<file path="config.mk">
export PLATFORM = sky130hd
export DESIGN_NAME = add_sum_stage
export DESIGN_NICKNAME = d
export VERILOG_FILES = /design/src/rtl/add_sum_stage.sv
export SDC_FILE = /design/constraint.sdc
export NUM_CORES = 1
export LEC_CHECK = 0
export BUFFER_PORTS_ARGS = -buffer_cell sky130_fd_sc_hd__buf_4
export CORE_MARGIN = 2
export CORE_UTILIZATION = 30
export CTS_BUF_LIST = sky130_fd_sc_hd__clkbuf_8
export CTS_CLUSTER_DIAMETER = 80
export DETAILED_ROUTE_END_ITERATION = 8
export GPL_ROUTABILITY_DRIVEN = 1
export PLACE_DENSITY = 0.45
export REMOVE_ABC_BUFFERS = 1
export SYNTH_ARGS = -nofsm -noshare
export SYNTH_HDL_FRONTEND = slang
export SYNTH_SLANG_ARGS = --single-unit
</file>
<file path="constraint.sdc">
create_clock -name clk -period 3.6 [get_ports clk]
set_clock_uncertainty 0.1 [all_clocks]
set_input_delay 0.54 -clock clk [delete_from_list [all_inputs] [get_ports clk]]
set_output_delay 0.54 -clock clk [all_outputs]
set_load 0.01 [all_outputs]
</file>
<file path="src/rtl/add_sum_stage.sv">
// add_sum_stage: final sum stage of a pipelined prefix adder with a credit-controlled result FIFO.
//
// Operands enter on in_valid && in_ready. The propagate vector and carry-in travel down a
// LATENCY-deep delay line. They meet the resolved carry vector from the external prefix
// pipeline at the tail of that line. The finished {sum, cout, ovf} is pushed into a
// FIFO_DEPTH-entry buffer and drained through a valid/ready output port.
//
// Ports:
//   clk, reset (async, active-low)
//   in_valid, in_a[31:0], in_b[31:0], in_cin, in_ready   - operation input, credit-gated
//   carry[63:0]                                           - 2-bit resolved carry per bit (11=1, 00=0)
//   out_valid, out_ready, out_sum[31:0], out_cout, out_ovf - result output from FIFO head
//   err_unres                                             - sticky unresolved-carry flag
//
// Build option: define ADD_SUM_ERRCHK_EN to flag 01/10 carry pairs on a valid tail stage.
// Without it, err_unres is tied low and each pair is resolved by its MSB.
module add_sum_stage #(
    parameter int LATENCY    = 4,
    parameter int FIFO_DEPTH = 8
) (
    input  logic        clk,
    input  logic        reset,
    input  logic        in_valid,
    input  logic [31:0] in_a,
    input  logic [31:0] in_b,
    input  logic        in_cin,
    output logic        in_ready,
    input  logic [63:0] carry,
    output logic        out_valid,
    input  logic        out_ready,
    output logic [31:0] out_sum,
    output logic        out_cout,
    output logic        out_ovf,
    output logic        err_unres
);
    localparam int PW = $clog2(FIFO_DEPTH);
    localparam int CW = $clog2(FIFO_DEPTH + LATENCY + 1) + 1;

    typedef struct packed {
        logic [31:0] sum;
        logic        cout;
        logic        ovf;
    } res_t;

    logic [LATENCY-1:0] vld_q, vld_d;
    logic [LATENCY-1:0] ci_q, ci_d;
    logic [31:0]        p_q [LATENCY];
    logic [31:0]        p_d [LATENCY];
    logic [PW-1:0]      wr_q, wr_d, rd_q, rd_d;
    logic [CW-1:0]      cnt_q, cnt_d, inflight;
    logic               err_unres_q, err_unres_d;
    res_t               mem_q [FIFO_DEPTH];
    res_t               res;
    logic [31:0]        cres, unres;
    logic               accept, push, pop;

    always_comb begin
        inflight = '0;
        for (int k = 0; k < LATENCY; k++) inflight = inflight + CW'(vld_q[k]);
        // Every valid stage already owns a FIFO slot, so credit covers the delay line too.
        in_ready = (cnt_q + inflight) < CW'(FIFO_DEPTH);
        accept = in_valid && in_ready;
        vld_d = LATENCY'({vld_q, accept});
        ci_d = LATENCY'({ci_q, in_cin});
        p_d[0] = in_a ^ in_b;
        for (int k = 1; k < LATENCY; k++) p_d[k] = p_q[k-1];
        for (int i = 0; i < 32; i++) begin
            cres[i] = carry[2*i+1];
            unres[i] = carry[2*i+1] ^ carry[2*i];
        end
        // Carry into bit i is the carry out of bit i-1; bit 0 takes the operation's cin.
        res.sum = p_q[LATENCY-1] ^ {cres[30:0], ci_q[LATENCY-1]};
        res.cout = cres[31];
        res.ovf = cres[30] ^ cres[31];
        push = vld_q[LATENCY-1];
        out_valid = cnt_q != '0;
        pop = out_valid && out_ready;
        cnt_d = cnt_q + CW'(push) - CW'(pop);
        wr_d = wr_q + PW'(push);
        rd_d = rd_q + PW'(pop);
`ifdef ADD_SUM_ERRCHK_EN
        err_unres_d = err_unres_q | (push & (|unres));
`else
        err_unres_d = 1'b0;
`endif
        {out_sum, out_cout, out_ovf} = out_valid ? mem_q[rd_q] : res_t'('0);
    end

`ifndef ADD_SUM_ERRCHK_EN
    logic unused_unres;
    assign unused_unres = |unres;
`endif

    assign err_unres = err_unres_q;

    always_ff @(posedge clk or negedge reset) begin
        if (!reset) begin
            vld_q <= '0;
            wr_q <= '0;
            rd_q <= '0;
            cnt_q <= '0;
            err_unres_q <= 1'b0;
        end else begin
            vld_q <= vld_d;
            wr_q <= wr_d;
            rd_q <= rd_d;
            cnt_q <= cnt_d;
            err_unres_q <= err_unres_d;
        end
    end

    // Payload registers carry no reset: their stage valid qualifies them.
    always_ff @(posedge clk) begin
        ci_q <= ci_d;
        p_q <= p_d;
        if (push) mem_q[wr_q] <= res;
    end
endmodule

</file>
After elaboration in Yosys (flattened, before gate mapping)

Memories as Yosys holds them, arrays and structs flattened.
Index checks and enable logic that the tools add are counted.

$lt $le $gt $ge: 1
Mux-type cells: 3
Div/mod/pow operators: 0
Equal/unequal tests: 0
Bitwise operators: 3
$mul: 0
$add $sub $neg: 8
Shift-type cells: 0
Reduce and logical (&&, ||, !) cells: 3

Operators by type and width:

| operator                                            | number |
|---|---|
| XOR 32 bit                                          | 2 |
| two-way mux 34 bit                                  | 1 |
| adder 3 x 1 -> 3 bit                                | 2 |
| adder 5 x 1 -> 5 bit                                | 1 |
| adder 5 x 4 -> 5 bit                                | 1 |
| < comparator 5 x 4 -> 1 bit (second input constant) | 1 |
| nonzero test 5 bit                                  | 1 |
| subtractor 5 x 1 -> 5 bit                           | 1 |
| adder 3 x 1 -> 4 bit                                | 1 |
| adder 2 x 1 -> 3 bit                                | 1 |
| adder 1 x 1 -> 2 bit                                | 1 |
| logical AND 1 bit                                   | 2 |
| two-way mux 1 bit                                   | 2 |
| XOR 1 bit                                           | 1 |

RAM bits: 272
Latch bits: 0
Memories: 1
Memory bits (read-only): 0
Register bits after elaboration: 147
Bits of input ports: 133

Memories:

| memory | words | bits a word | read ports | clocked after memory_dff | write ports | line | text |
|---|---|---|---|---|---|---|---|
| mem_q  | 8     | 34          | 1          | 0                        | 1           | 52   | `res_t mem_q [FIFO_DEPTH];` |

Depth between registers and ports, before layout

Depth in word-level cells: 6
Depth in mapped cells: 13
Gate-level depth less buffers: 13

Least setup slack after synthesis

No wires, ideal clock.

Path kind: reg-to-reg
Start point: register wr_q[1]
End point: memory mem_q[0][0] (netlist name) (enable)
Slack: 0.131 ns
Library setup time: 0.468 ns
Period minus slack after synthesis: 3.469 ns
Buffers on the path: 0
Cell stages (with the launch flop): 3
Data arrival time: 2.901 ns
Cell sequence: dfrtp_1 > nand2b_1 > nor3_1

RTL lines:

| what                   | line | text |
|---|---|---|
| from (decl)            | 49   | `logic [PW-1:0] wr_q, wr_d, rd_q, rd_d;` |
| from (signal assigned) | 105  | `wr_q <= wr_d;` |
| to (decl)              | 52   |  |

Straight into the memory's write port.

Worst setup path in the final report

Start point: register cnt_q[2]
End point: output port out_sum[0]

Longest elaborated chain between the ends: 2

RTL lines:

| what                   | line | text |
|---|---|---|
| from (decl)            | 50   | `logic [CW-1:0] cnt_q, cnt_d, inflight;` |
| from (signal assigned) | 107  | `cnt_q <= cnt_d;` |
| nonzero test 5 bit     | 76   | `out_valid = cnt_q != '0;` |
| two-way mux 34 bit     | 86   | `{out_sum, out_cout, out_ovf} = out_valid ? mem_q[rd_q] : res_t'('0);` |
| to (decl)              | 31   | `output logic [31:0] out_sum,` |

No other way between the ends.

==> summary.md <==
| Metric | Value |
|---|---|
| Status | finished clean |
| X dimension of the die | 222 um |
| Pleak | 0.00683 uW |
| Min-delay src | carry[63] |
| Area used by multi-input combinational logic | 0.00296 mm^2 |
| Final count of hold timing violations | 0 |
| Height of the die | 222 um |
| Buffers inserted by post-CTS timing repair | 0 |
| Depth of the worst register-to-register path | 13 |
| Number of design-rule violations left by the first detailed-router iteration | 302 |
| Crit path time final | 3.45 ns |
| Compound-cell area share of the yosys netlist | 0.0244 |
| Initial cell density of the core | 0.305 |
| Critical Path Slowest Stage Cell | nor4b_4 |
| Max cap viols | 0 |
| H-Tree Level Count | 3 |
| Largest family of logic cells by synthesized area | multiplexers |
| Instance count along the most critical hold path | 1 |
| Arithmetic-cell share of the synthesized area counting full adders, half adders and majority gates | 0.0142 |
| Largest stage delay on the critical path | 0.57 ns |
| RSZ-0062 raised after global routing | true |
| Setup Viol. Count Final | 0 |
| CTS Root Buffer Type | clkbuf_8 |
| Power density cells | 759 mW/mm^2 |
| Total wire length after detailed routing | 29200 um |
| Most instantiated flip-flop cell in the synthesis netlist | edfxtp_1 |
| Via count of the first global-routing pass | 7555 |
| HP Class | in2reg |
| Slack of the worst reg-to-reg path | 0.58 ns |
| Flop and latch count out of synthesis | 419 |
| Pins over their slew limit | 0 |
| Worst Setup End Kind | primary output |
| Top library cells by usage in the layout, fill and taps aside | 272 x edfxtp_1, 148 x buf_4, 132 x dfxtp_1 |
| Power, Total | 14000 uW |
| Fraction of the core area covered by cells at the end of the flow | 0.393 |
| Final critical-path setup slack | 0.146 ns |
| Fin nets | 1098 |
| Post-detailed-placement half-perimeter wirelength | 16300 um |
| Headroom to the max-slew limit | 0.453 |
| Share of final-layout standard cells stronger than drive strength 1 | 0.330 |
| Clock insertion delay at the later pin of the skew report | 0.63 ns |
| Remaining routing DRC violations | 0 |
| Multiplexer area fraction after synthesis | 0.110 |
| PortBufs | 136 |
| CTS tree | done |
| Endpoint of the most critical register-to-register path | cnt_q[4] |
| Total clock buffers created by CTS | 75 |
| Routed length per instance | 18.1 um |
| Wire length of the first global-routing pass | 44200 um |
| Critical path fanouts, max | 11 |
| Weighted congestion at the end of routability-driven global placement | 0.679 |
| TritonCTS sink count | 419 |
| Total via count after detailed routing | 6924 |
| Post-synthesis average cell area | 21.2 um^2 |
| Detailed-route vias per instance | 4.28 |
| Xor and xnor area share after synthesis | 0.0442 |
| Simple-gate portion of the synthesized area | 0.00851 |
| Required time at the worst-slack endpoint | 2.96 ns |
| Most frequent standard cell in the layout excluding fill and tap cells | edfxtp_1 |
| Data arrival time of the critical path | 2.81 ns |
| Total global-route track usage | 0.121 |
| Standard-cell rows | 79 |
| Endpoint of the worst hold-timing path | mem_q[6][1] |
| Pin count of the biggest net entering global routing | 39 |
| Place WS | 0.582 ns |
| Most prevalent standard cell on the critical path | buf_4 |
| Standard cell core area | 0.0468 mm^2 |
| Synthesized cell area | 0.0143 mm^2 |
| Share of flip-flops with an asynchronous set or reset after synthesis | 0.0358 |
| Area taken by flip-flops and latches | 0.0112 mm^2 |
| CTS clock-pin slew for the worst setup and hold paths | 0.06 ns |
| Maximum clock rate | 290 MHz |
| Sort of element at the start of the critical path | flip-flop |
| Filler cell count in the final layout | 4277 |
| Antenna violations before repair | 1 |
| Overflow left after global routing | 0 |
| Final period util | 0.959 |
| Sequential share of the synthesized area | 0.784 |
| Die outline area | 0.0493 mm^2 |
| Maximum ir drop on the vdd rail | 0.000358 V |
| Number of warnings printed during yosys synthesis | 0 |
| Post-Route Setup TNS | 0 ns |
| Diode insertion count for antenna repair | 0 |
| Area overhead of the layout relative to synthesis | 28.9% |
| Actual slew at the worst max-slew pin | 0.819 ns |
| Number of enable-type register cells in the synthesized netlist | 272 |
| Unique cell type count in the Yosys netlist | 31 |
| Number of primary I/O pins | 170 |
| Startpoint of the lowest-slack register-to-register path | cnt_q[2] |
| Post-route antenna net violation count | 0 |
| Cell-by-cell listing of the critical path | inv_1, ha_1, nor4b_4, nor2_4, buf_4, a22o_1, buf_4 |
| Number of standard cells after synthesis | 673 |
| Number of iterations in the first detailed-routing pass | 4 |
| Number of buffers on the longest clock path | 3 |
| Crit Path Class | reg2out |
[cell usage after synthesis (all sizes together), types with 3 or more instances]
| library cell | count | area share |
|---|---|---|
| xnor2 | 3 | 0.0018 |
| nor2 | 8 | 0.0021 |
| buf | 15 | 0.0096 |
| a21oi | 4 | 0.0014 |
| dfxtp | 132 | 0.19 |
| xor2 | 69 | 0.042 |
| mux4 | 68 | 0.11 |
| nand2b | 3 | 0.0013 |
| dfrtp | 15 | 0.026 |
| clkbuf | 9 | 0.0024 |
| inv | 10 | 0.0026 |
| ha | 13 | 0.011 |
| edfxtp | 272 | 0.57 |
| a22o | 34 | 0.021 |
[power by group]
part,switching (uW),internal (uW)
clock network,1930,2450
logic,1740,1820
registers,321,5710
total,3990,9970
[flip-flops by register name, summed over array words and instances (netlist names)]
signal  cells
mem_q     272
p_d        96
p_q        32
cnt_q       5
ci_q        4
vld_q       4
rd_q        3
wr_q        3
[layout make-up]
type                            count  share of cell area
Sequential cell                   419               0.609
Multi-Input combinational cell    221               0.161
Timing Repair Buffer              223               0.105
Clock buffer                       88              0.0659
Tap cell                          607              0.0413
Clock inverter                     48              0.0160
Inverter                           10             0.00204
[routing by layer]
layer	GRT usage	up-vias	routed length (um)
met2	0.202	170	14600
met3	0.0368	68	1620
met1	0.145	3490	12200
li1	-	3196	-
met4	0.0493	0	814
met5	0	-	0
[worst max-delay path: cells and delay by family, from the launching register on]
kind,cells,cell delay [ns]
buffers and inverters,3,0.54
adders and majority gates,1,0.16
AOI/OAI and AO/OA,1,0.29
DFF,1,0.43
and+or+nand+nor,2,0.76
[through the flow]
step	instances	instance area, um^2	hold slack [ns]
final	1616	18400	0.0724
after global routing	1616	18400	0.0177
after CTS	1616	18400	0.00401
after detailed placement	1412	16200	0.212
after global placement	1412	16200	0.210
after floorplan	649	14100	0.144
[worst max path at each step]
stage                         from           to  slack (ns)  cells past startpoint
after floorplan            rd_q[0]  out_sum[15]       -0.62                      2
after global placement    cnt_q[2]     cnt_q[4]        0.56                     13
after global routing      cnt_q[3]   out_sum[9]       -0.01                      7
after CTS                 cnt_q[2]  out_sum[29]       0.009                      7
after detailed placement  cnt_q[2]     cnt_q[4]        0.58                     13
final                     cnt_q[2]   out_sum[0]        0.15                      7
[timing repair]
action,CTS,global route
resized for setup,1,1
cloned,1,0
hold endpoints to repair,49,0
setup endpoints to repair,15,15
hold buffers,67,0
[logic make-up after synthesis]
| family | after synthesis |
|---|---|
| mux | 68 |
| compound gates | 42 |
| fa+ha+maj | 15 |
| buf+inv | 34 |
| xor+xnor | 72 |
| simple gates | 22 |
| other cells | 1 |
| flops | 419 |
(Power assumes the default switching activity.)
